==> src/rtl/idac_pkg.sv <==
// idac_pkg: shared types and constants for the IDAC trim sequencer.
//   CODE_W  width of the coarse (ib) and fine (ibf) IDAC codes
//   IB_RST  coarse code held in reset and in IDLE before the first trim
//   IB_MSB  first successive-approximation trial code
//   trim_state_t  sequencer states
package idac_pkg;

    localparam int CODE_W = 8;
    localparam logic [CODE_W-1:0] IB_RST = 8'h7F;
    localparam logic [CODE_W-1:0] IB_MSB = 8'h80;

    typedef enum logic [1:0] {
        IDLE   = 2'd0,
        COARSE = 2'd1,
        FINE   = 2'd2,
        DONE   = 2'd3
    } trim_state_t;

endpackage

==> src/rtl/idac_settle_timer.sv <==
// idac_settle_timer: per-trial settle counter and comparator decision.
// Optional feature macro: IDAC_TRIM_VOTE_EN (3-sample majority vote).
// Ports:
//   clk, reset   clock and synchronous active-high reset
//   load         start a new trial this edge (code is driven on the same edge)
//   settle_cyc   extra wait cycles for the trial being started
//   cmp          synchronised comparator flag
//   tick         decision edge: the FSM acts on cmp_dec at this edge
//   cmp_dec      comparator decision for the current trial
module idac_settle_timer #(
    parameter int SETTLE_W = 8
) (
    input  logic                clk,
    input  logic                reset,
    input  logic                load,
    input  logic [SETTLE_W-1:0] settle_cyc,
    input  logic                cmp,
    output logic                tick,
    output logic                cmp_dec
);

`ifdef IDAC_TRIM_VOTE_EN
    // Loading settle_cyc+2 makes the three sample edges land at cnt==2,1,0,
    // i.e. E0+settle+1 .. E0+settle+3. One extra bit holds settle_cyc+2.
    localparam int CNT_W = SETTLE_W + 1;

    logic [CNT_W-1:0] cnt;
    logic [1:0]       vote_q;

    always_ff @(posedge clk) begin
        if (reset) begin
            cnt <= '0;
        end else if (load) begin
            cnt <= CNT_W'(settle_cyc) + CNT_W'(2);
        end else if (cnt != '0) begin
            cnt <= cnt - CNT_W'(1);
        end
    end

    // Free-running history of the last two samples; at the decision edge it
    // holds exactly the two earlier samples of this trial.
    always_ff @(posedge clk) begin
        vote_q <= {vote_q[0], cmp};
    end

    assign tick    = (cnt == '0);
    assign cmp_dec = (vote_q[1] & vote_q[0]) | (vote_q[1] & cmp) | (vote_q[0] & cmp);
`else
    logic [SETTLE_W-1:0] cnt;

    always_ff @(posedge clk) begin
        if (reset) begin
            cnt <= '0;
        end else if (load) begin
            cnt <= settle_cyc;
        end else if (cnt != '0) begin
            cnt <= cnt - SETTLE_W'(1);
        end
    end

    assign tick    = (cnt == '0);
    assign cmp_dec = cmp;
`endif

endmodule

==> src/rtl/idac_trim_ctrl.sv <==
// idac_trim_ctrl: closed-loop trim sequencer for the coarse/fine IDAC.
// Successive approximation on ib, then a linear upward search on ibf.
// Optional feature macro: IDAC_TRIM_VOTE_EN (majority-voted comparator,
// implemented in idac_settle_timer).
// Ports:
//   clk, reset   clock and synchronous active-high reset
//   start        trim request, honoured only in IDLE/DONE
//   settle_cyc   extra wait cycles per trial, latched on accepted start
//   cmp          synchronised comparator flag (1 = IDAC current >= target)
//   busy         trim in progress
//   done         one-cycle pulse on completion
//   fail         range error on the last trim, held until next start
//   ib, ibf      coarse and fine IDAC codes
module idac_trim_ctrl
    import idac_pkg::*;
#(
    parameter int SETTLE_W = 8
) (
    input  logic                clk,
    input  logic                reset,
    input  logic                start,
    input  logic [SETTLE_W-1:0] settle_cyc,
    input  logic                cmp,
    output logic                busy,
    output logic                done,
    output logic                fail,
    output logic [CODE_W-1:0]   ib,
    output logic [CODE_W-1:0]   ibf
);

    localparam int IDX_W = $clog2(CODE_W);

    trim_state_t         state, state_nxt;
    logic [CODE_W-1:0]   ib_nxt, ibf_nxt;
    logic                fail_nxt;
    logic [IDX_W-1:0]    idx, idx_nxt;
    logic                done_q;
    logic                load;
    logic                accept;
    logic [SETTLE_W-1:0] settle_q;
    logic [SETTLE_W-1:0] load_val;
    logic                tick;
    logic                cmp_dec;

    assign accept   = start && (state == IDLE || state == DONE);
    // The first trial is loaded on the accepting edge, before settle_q updates.
    assign load_val = accept ? settle_cyc : settle_q;

    idac_settle_timer #(
        .SETTLE_W (SETTLE_W)
    ) u_timer (
        .clk        (clk),
        .reset      (reset),
        .load       (load),
        .settle_cyc (load_val),
        .cmp        (cmp),
        .tick       (tick),
        .cmp_dec    (cmp_dec)
    );

    always_ff @(posedge clk) begin
        if (reset) begin
            state  <= IDLE;
            ib     <= IB_RST;
            ibf    <= '0;
            fail   <= 1'b0;
            idx    <= '0;
            done_q <= 1'b0;
        end else begin
            state  <= state_nxt;
            ib     <= ib_nxt;
            ibf    <= ibf_nxt;
            fail   <= fail_nxt;
            idx    <= idx_nxt;
            done_q <= (state_nxt == DONE) && (state != DONE);
        end
    end

    always_ff @(posedge clk) begin
        if (accept) begin
            settle_q <= settle_cyc;
        end
    end

    always_comb begin
        state_nxt = state;
        ib_nxt    = ib;
        ibf_nxt   = ibf;
        fail_nxt  = fail;
        idx_nxt   = idx;
        load      = 1'b0;
        case (state)
            IDLE, DONE: begin
                if (start) begin
                    state_nxt = COARSE;
                    ib_nxt    = IB_MSB;
                    ibf_nxt   = '0;
                    fail_nxt  = 1'b0;
                    idx_nxt   = IDX_W'(CODE_W - 1);
                    load      = 1'b1;
                end
            end
            COARSE: begin
                if (tick) begin
                    load = 1'b1;
                    if (cmp_dec) begin
                        ib_nxt[idx] = 1'b0;
                    end
                    if (idx != '0) begin
                        ib_nxt[idx - IDX_W'(1)] = 1'b1;
                        idx_nxt                 = idx - IDX_W'(1);
                    end else begin
                        state_nxt = FINE;
                        ibf_nxt   = '0;
                    end
                end
            end
            FINE: begin
                if (tick) begin
                    if (!cmp_dec) begin
                        if (ibf != '1) begin
                            ibf_nxt = ibf + CODE_W'(1);
                            load    = 1'b1;
                        end else begin
                            fail_nxt  = 1'b1;
                            state_nxt = DONE;
                        end
                    end else begin
                        // Step back to the last code below target; at the
                        // bottom of both ranges the target is unreachable.
                        if (ibf != '0) begin
                            ibf_nxt = ibf - CODE_W'(1);
                        end else begin
                            fail_nxt = (ib == '0);
                        end
                        state_nxt = DONE;
                    end
                end
            end
            default: state_nxt = IDLE;
        endcase
    end

    always_comb begin
        busy = (state == COARSE) || (state == FINE);
        done = done_q;
    end

endmodule
==> config.mk <==
export PLATFORM = sky130hd
export DESIGN_NAME = idac_trim_ctrl
export DESIGN_NICKNAME = d
export VERILOG_FILES = /design/src/rtl/idac_pkg.sv /design/src/rtl/idac_settle_timer.sv /design/src/rtl/idac_trim_ctrl.sv
export SDC_FILE = /design/constraint.sdc
export NUM_CORES = 1
export LEC_CHECK = 0
export CAP_MARGIN = 20
export CORE_MARGIN = 4
export CORE_UTILIZATION = 50
export CTS_CLUSTER_SIZE = 20
export DETAILED_ROUTE_END_ITERATION = 10
export PLACE_DENSITY = 0.74
export SLEW_MARGIN = 15
export SYNTH_ARGS = -nofsm -noshare
export SYNTH_HDL_FRONTEND = slang
export SYNTH_HIERARCHICAL = 1
export SYNTH_SLANG_ARGS = --single-unit
==> constraint.sdc <==
create_clock -name clk -period 2.4 [get_ports clk]
set_input_delay 0.48 -clock clk [delete_from_list [all_inputs] [get_ports clk]]
set_output_delay 0.48 -clock clk [all_outputs]
set_load 0.01 [all_outputs]
==> impl_summary.log <==
[metrics] run status: complete, no violations
[metrics] total negative setup slack: 0 ns
[metrics] vias per cell: between 5 and 6
[metrics] Buffers on Ports: 30
[metrics] number of clock buffers inserted by TritonCTS: 5
[metrics] latest clock arrival within the worst-skew pair: slightly below 0.3 ns
[metrics] total congestion overflow after global routing: 0
[metrics] clock tree from TritonCTS: built
[metrics] worst-case clock skew: 0.00266 ns
[metrics] number of flops mapped to enable cells by yosys: 0
[metrics] power per cell area: 893 mW/mm^2
[metrics] multi-input combinational cell area: 0.00139 sq mm
[metrics] antenna violations before repair: 0
[metrics] endpoint arrival time on the critical path: 1.83 ns
[metrics] Synth async-reset ratio: 0%
[metrics] HPWL after DPL: 3880 um
[metrics] share of the synthesized area in the top cell type: 34.3%
[metrics] count of mapped cells out of synthesis: 270
[metrics] detailed-route wire length per cell: 14.4 um
[metrics] total count of max-transition violations in the final report: 0
[metrics] Area Growth Syn to Fin: 25.1%
[metrics] commonest cells in the netlist: sky130_fd_sc_hd__dfxtp_1 (39), sky130_fd_sc_hd__a21oi_1 (25), sky130_fd_sc_hd__nand2_1 (24)
[metrics] CP max FO: 8
[metrics] overall die height: 75.5 um
[metrics] die width: between 70 and 80 um
[metrics] highest clock rate: about 0.43 GHz
[metrics] filler instances: between 300 and 400
[metrics] GRT Total Usage: 19.4%
[metrics] Final #Nets: 338
[metrics] part of the cycle the worst path needs: 96.4%
[metrics] post-detailed-placement cell area: 0.00271 sq mm
[metrics] number of standard-cell rows in the floorplan: 24
[metrics] final hold vios: 0
[metrics] clock sink count: 39
[metrics] flip-flop and latch area: 781 sq um
[metrics] initial cell density of the core: between 50% and 60%
[metrics] Root Buffer Master: sky130_fd_sc_hd__clkbuf_8
[metrics] relative max-transition margin: 55.8%
[metrics] Final Setup Violations: 0
[metrics] transition at the pin with the smallest max-transition slack: 0.660 ns
[metrics] register bit total from synthesis: 39
[metrics] Longest Clk Path Bufs: 2
[metrics] most instantiated library cell after synthesis: sky130_fd_sc_hd__dfxtp_1
[metrics] global-route wire length before repair: 8630 um
[metrics] classification of the worst setup path: reg -> out
[metrics] required time of the critical path: 1.92 ns
[metrics] Design Power: roughly 2.5 mW
[metrics] shortest clock period the worst path allows after layout: 2.31 ns
[metrics] mean post-synth cell area: ~8.4 sq um
[metrics] diodes inserted: 0
[metrics] summed instance area of the synthesized netlist: approximately 0.0023 sq mm
[metrics] hold crit path type: reg -> reg
[metrics] cell taking the most area after synthesis: sky130_fd_sc_hd__dfxtp_1
[metrics] Die Footprint: 0.00569 sq mm
[metrics] detailed-router iteration count before antenna repair: 4
[metrics] via count: 2160
[metrics] via count of the first global-routing pass: between 1.5k and 2k
[metrics] I/O pins: 31
[metrics] type of element capturing the critical path: primary output
[metrics] largest cells by area after synthesis: sky130_fd_sc_hd__dfxtp_1 (34%), sky130_fd_sc_hd__ha_1 (6.6%), sky130_fd_sc_hd__a21oi_1 (5.5%)
[metrics] count of routing violations after the opening detailed-route iteration: 174
[metrics] count of different cell masters after synthesis: 53
[metrics] Core Util, Final: 64.9%
[metrics] Max-Cap Viols: 0
[metrics] number of nets produced by synthesis: 295
[metrics] unrepaired setup endpoints after global routing: false
[metrics] final design area excluding fillers: 0.00285 sq mm
[metrics] worst setup slack for register-to-register paths: 0.24 ns
[metrics] CTS HTree Levels: 2
[metrics] maximum number of pins on one net before global-route repair: 15
[metrics] startpoint kind of the worst setup timing path: register
[metrics] clock input transition at the sequential cells of the worst setup and hold paths: 0.08 ns
[metrics] last weighted congestion value of the routability-driven placer: 0.865
[metrics] main flop type after synthesis: sky130_fd_sc_hd__dfxtp_1
[metrics] fraction of layout instances using a drive strength above 1: 15.9%
[metrics] antenna-violating nets left: 0
[metrics] DRC violations left: 0
[metrics] post-detailed-routing wire length: between 5000 and 6000 um
[metrics] Seq/Total Area, Yosys: 34.3%
[metrics] area of the core: 0.00438 sq mm
[metrics] Synth Warn #: 6
[metrics] Static Leakage: between 1 and 1.5 nW
[metrics] largest voltage drop on the vdd net: between 0.4 and 0.5 mV
==> cell type report <==
class	count	share of cell area (%)
clock buffer	5	2.42
inverter	15	1.98
clock inverter	3	1.54
sequential	39	27.4
tap	52	2.29
multi-input combinational	203	48.8
timing repair buffer	49	15.6
==> final timing paths <==
kind | start | to | cells after the start
max | state[0]$_SDFF_PP0_ | busy | 4
min | settle_q[7]$_DFF_P_ | settle_q[7]$_DFF_P_ | 1
max reg2reg | u_timer/cnt[3]$_SDFFE_PP0P_ | ibf[6]$_SDFFE_PP0P_ | 6
min reg2reg | settle_q[7]$_DFF_P_ | settle_q[7]$_DFF_P_ | 1
==> cells in the final DEF (no fill, tap or decap), types with 3 or more instances in the layout <==
cell type | synthesis | layout
sky130_fd_sc_hd__dfxtp_1 | 39 | 39
sky130_fd_sc_hd__xor2_1 | 5 | 5
sky130_fd_sc_hd__nand2_1 | 24 | 24
sky130_fd_sc_hd__a31oi_1 | 5 | 5
sky130_fd_sc_hd__nand3_1 | 12 | 12
sky130_fd_sc_hd__o21ai_1 | 3 | 3
sky130_fd_sc_hd__nand2b_1 | 3 | 3
sky130_fd_sc_hd__nor2_1 | 16 | 16
sky130_fd_sc_hd__nor2b_1 | 3 | 3
sky130_fd_sc_hd__or4_1 | 4 | 4
sky130_fd_sc_hd__nor4_1 | 5 | 5
sky130_fd_sc_hd__inv_1 | 15 | 15
sky130_fd_sc_hd__o32ai_1 | 4 | 4
sky130_fd_sc_hd__o21ai_0 | 14 | 14
sky130_fd_sc_hd__a21oi_1 | 25 | 23
sky130_fd_sc_hd__xnor2_1 | 6 | 6
sky130_fd_sc_hd__and2_1 | 3 | 3
sky130_fd_sc_hd__o211ai_1 | 4 | 4
sky130_fd_sc_hd__a21oi_2 | 2 | 4
sky130_fd_sc_hd__buf_4 | 1 | 19
sky130_fd_sc_hd__ha_1 | 12 | 11
sky130_fd_sc_hd__nor3_1 | 10 | 10
sky130_fd_sc_hd__clkbuf_8 | 0 | 5
sky130_fd_sc_hd__mux2_2 | 8 | 8
sky130_fd_sc_hd__nand4_1 | 3 | 3
sky130_fd_sc_hd__clkdlybuf4s50_1 | 0 | 30
==> routing by layer <==
metal | wire (um) | up-vias | GRT usage [%]
met4 | 129 | 0 | 7.96
met1 | 2510 | 1017 | 25.8
met2 | 2400 | 62 | 30.5
met3 | 223 | 17 | 4.09
li1 | - | 1064 | -
met5 | 0 | - | 0
==> worst max-delay path: stages (launching register included) <==
cell,delay (ns)
sky130_fd_sc_hd__dfxtp_1,0.41
sky130_fd_sc_hd__inv_1,0.07
sky130_fd_sc_hd__ha_2,0.33
sky130_fd_sc_hd__inv_1,0.17
sky130_fd_sc_hd__clkdlybuf4s50_1,0.56
==> cell families after synthesis <==
logic type,synth area share (%)
compound gates,20.6
xor+xnor,4.24
fa+ha+maj,7.48
buf+inv,5.78
flops,34.3
mux,5.06
simple gates,22.6
==> state kept, by name, summed over array words and instances (netlist names) <==
register	cells
done	1
fail	1
ib	8
ibf	8
idx	3
settle_q	8
state	2
u_timer/cnt	8
==> power by group <==
part           total [mW]  switching [mW]  internal (mW)  leakage [nW]
Clock               0.553           0.243          0.310        0.0581
Sequential          0.945           0.149          0.796         0.323
Combinational        1.04           0.549          0.494         0.751
Total                2.54           0.940           1.60          1.13
==> per-stage QoR <==
step / cells / setup slack [ns] / hold WS [ns]
after floorplan: 270 / 0.375 / 0.450
after global placement: 358 / -0.113 / 0.456
after detailed placement: 358 / -0.234 / 0.464
after CTS: 366 / 0.0381 / 0.483
after global routing: 366 / 0.00607 / 0.493
final: 366 / 0.0862 / 0.480
==> timing repair <==
item | 4_1_cts | 5_1_grt
gates resized for setup | 0 | 6
endpoints found under the setup margin | 0 | 4
hold buffers | 0 | 0
buffers inserted | 0 | 0
(Power assumes the default switching activity.)
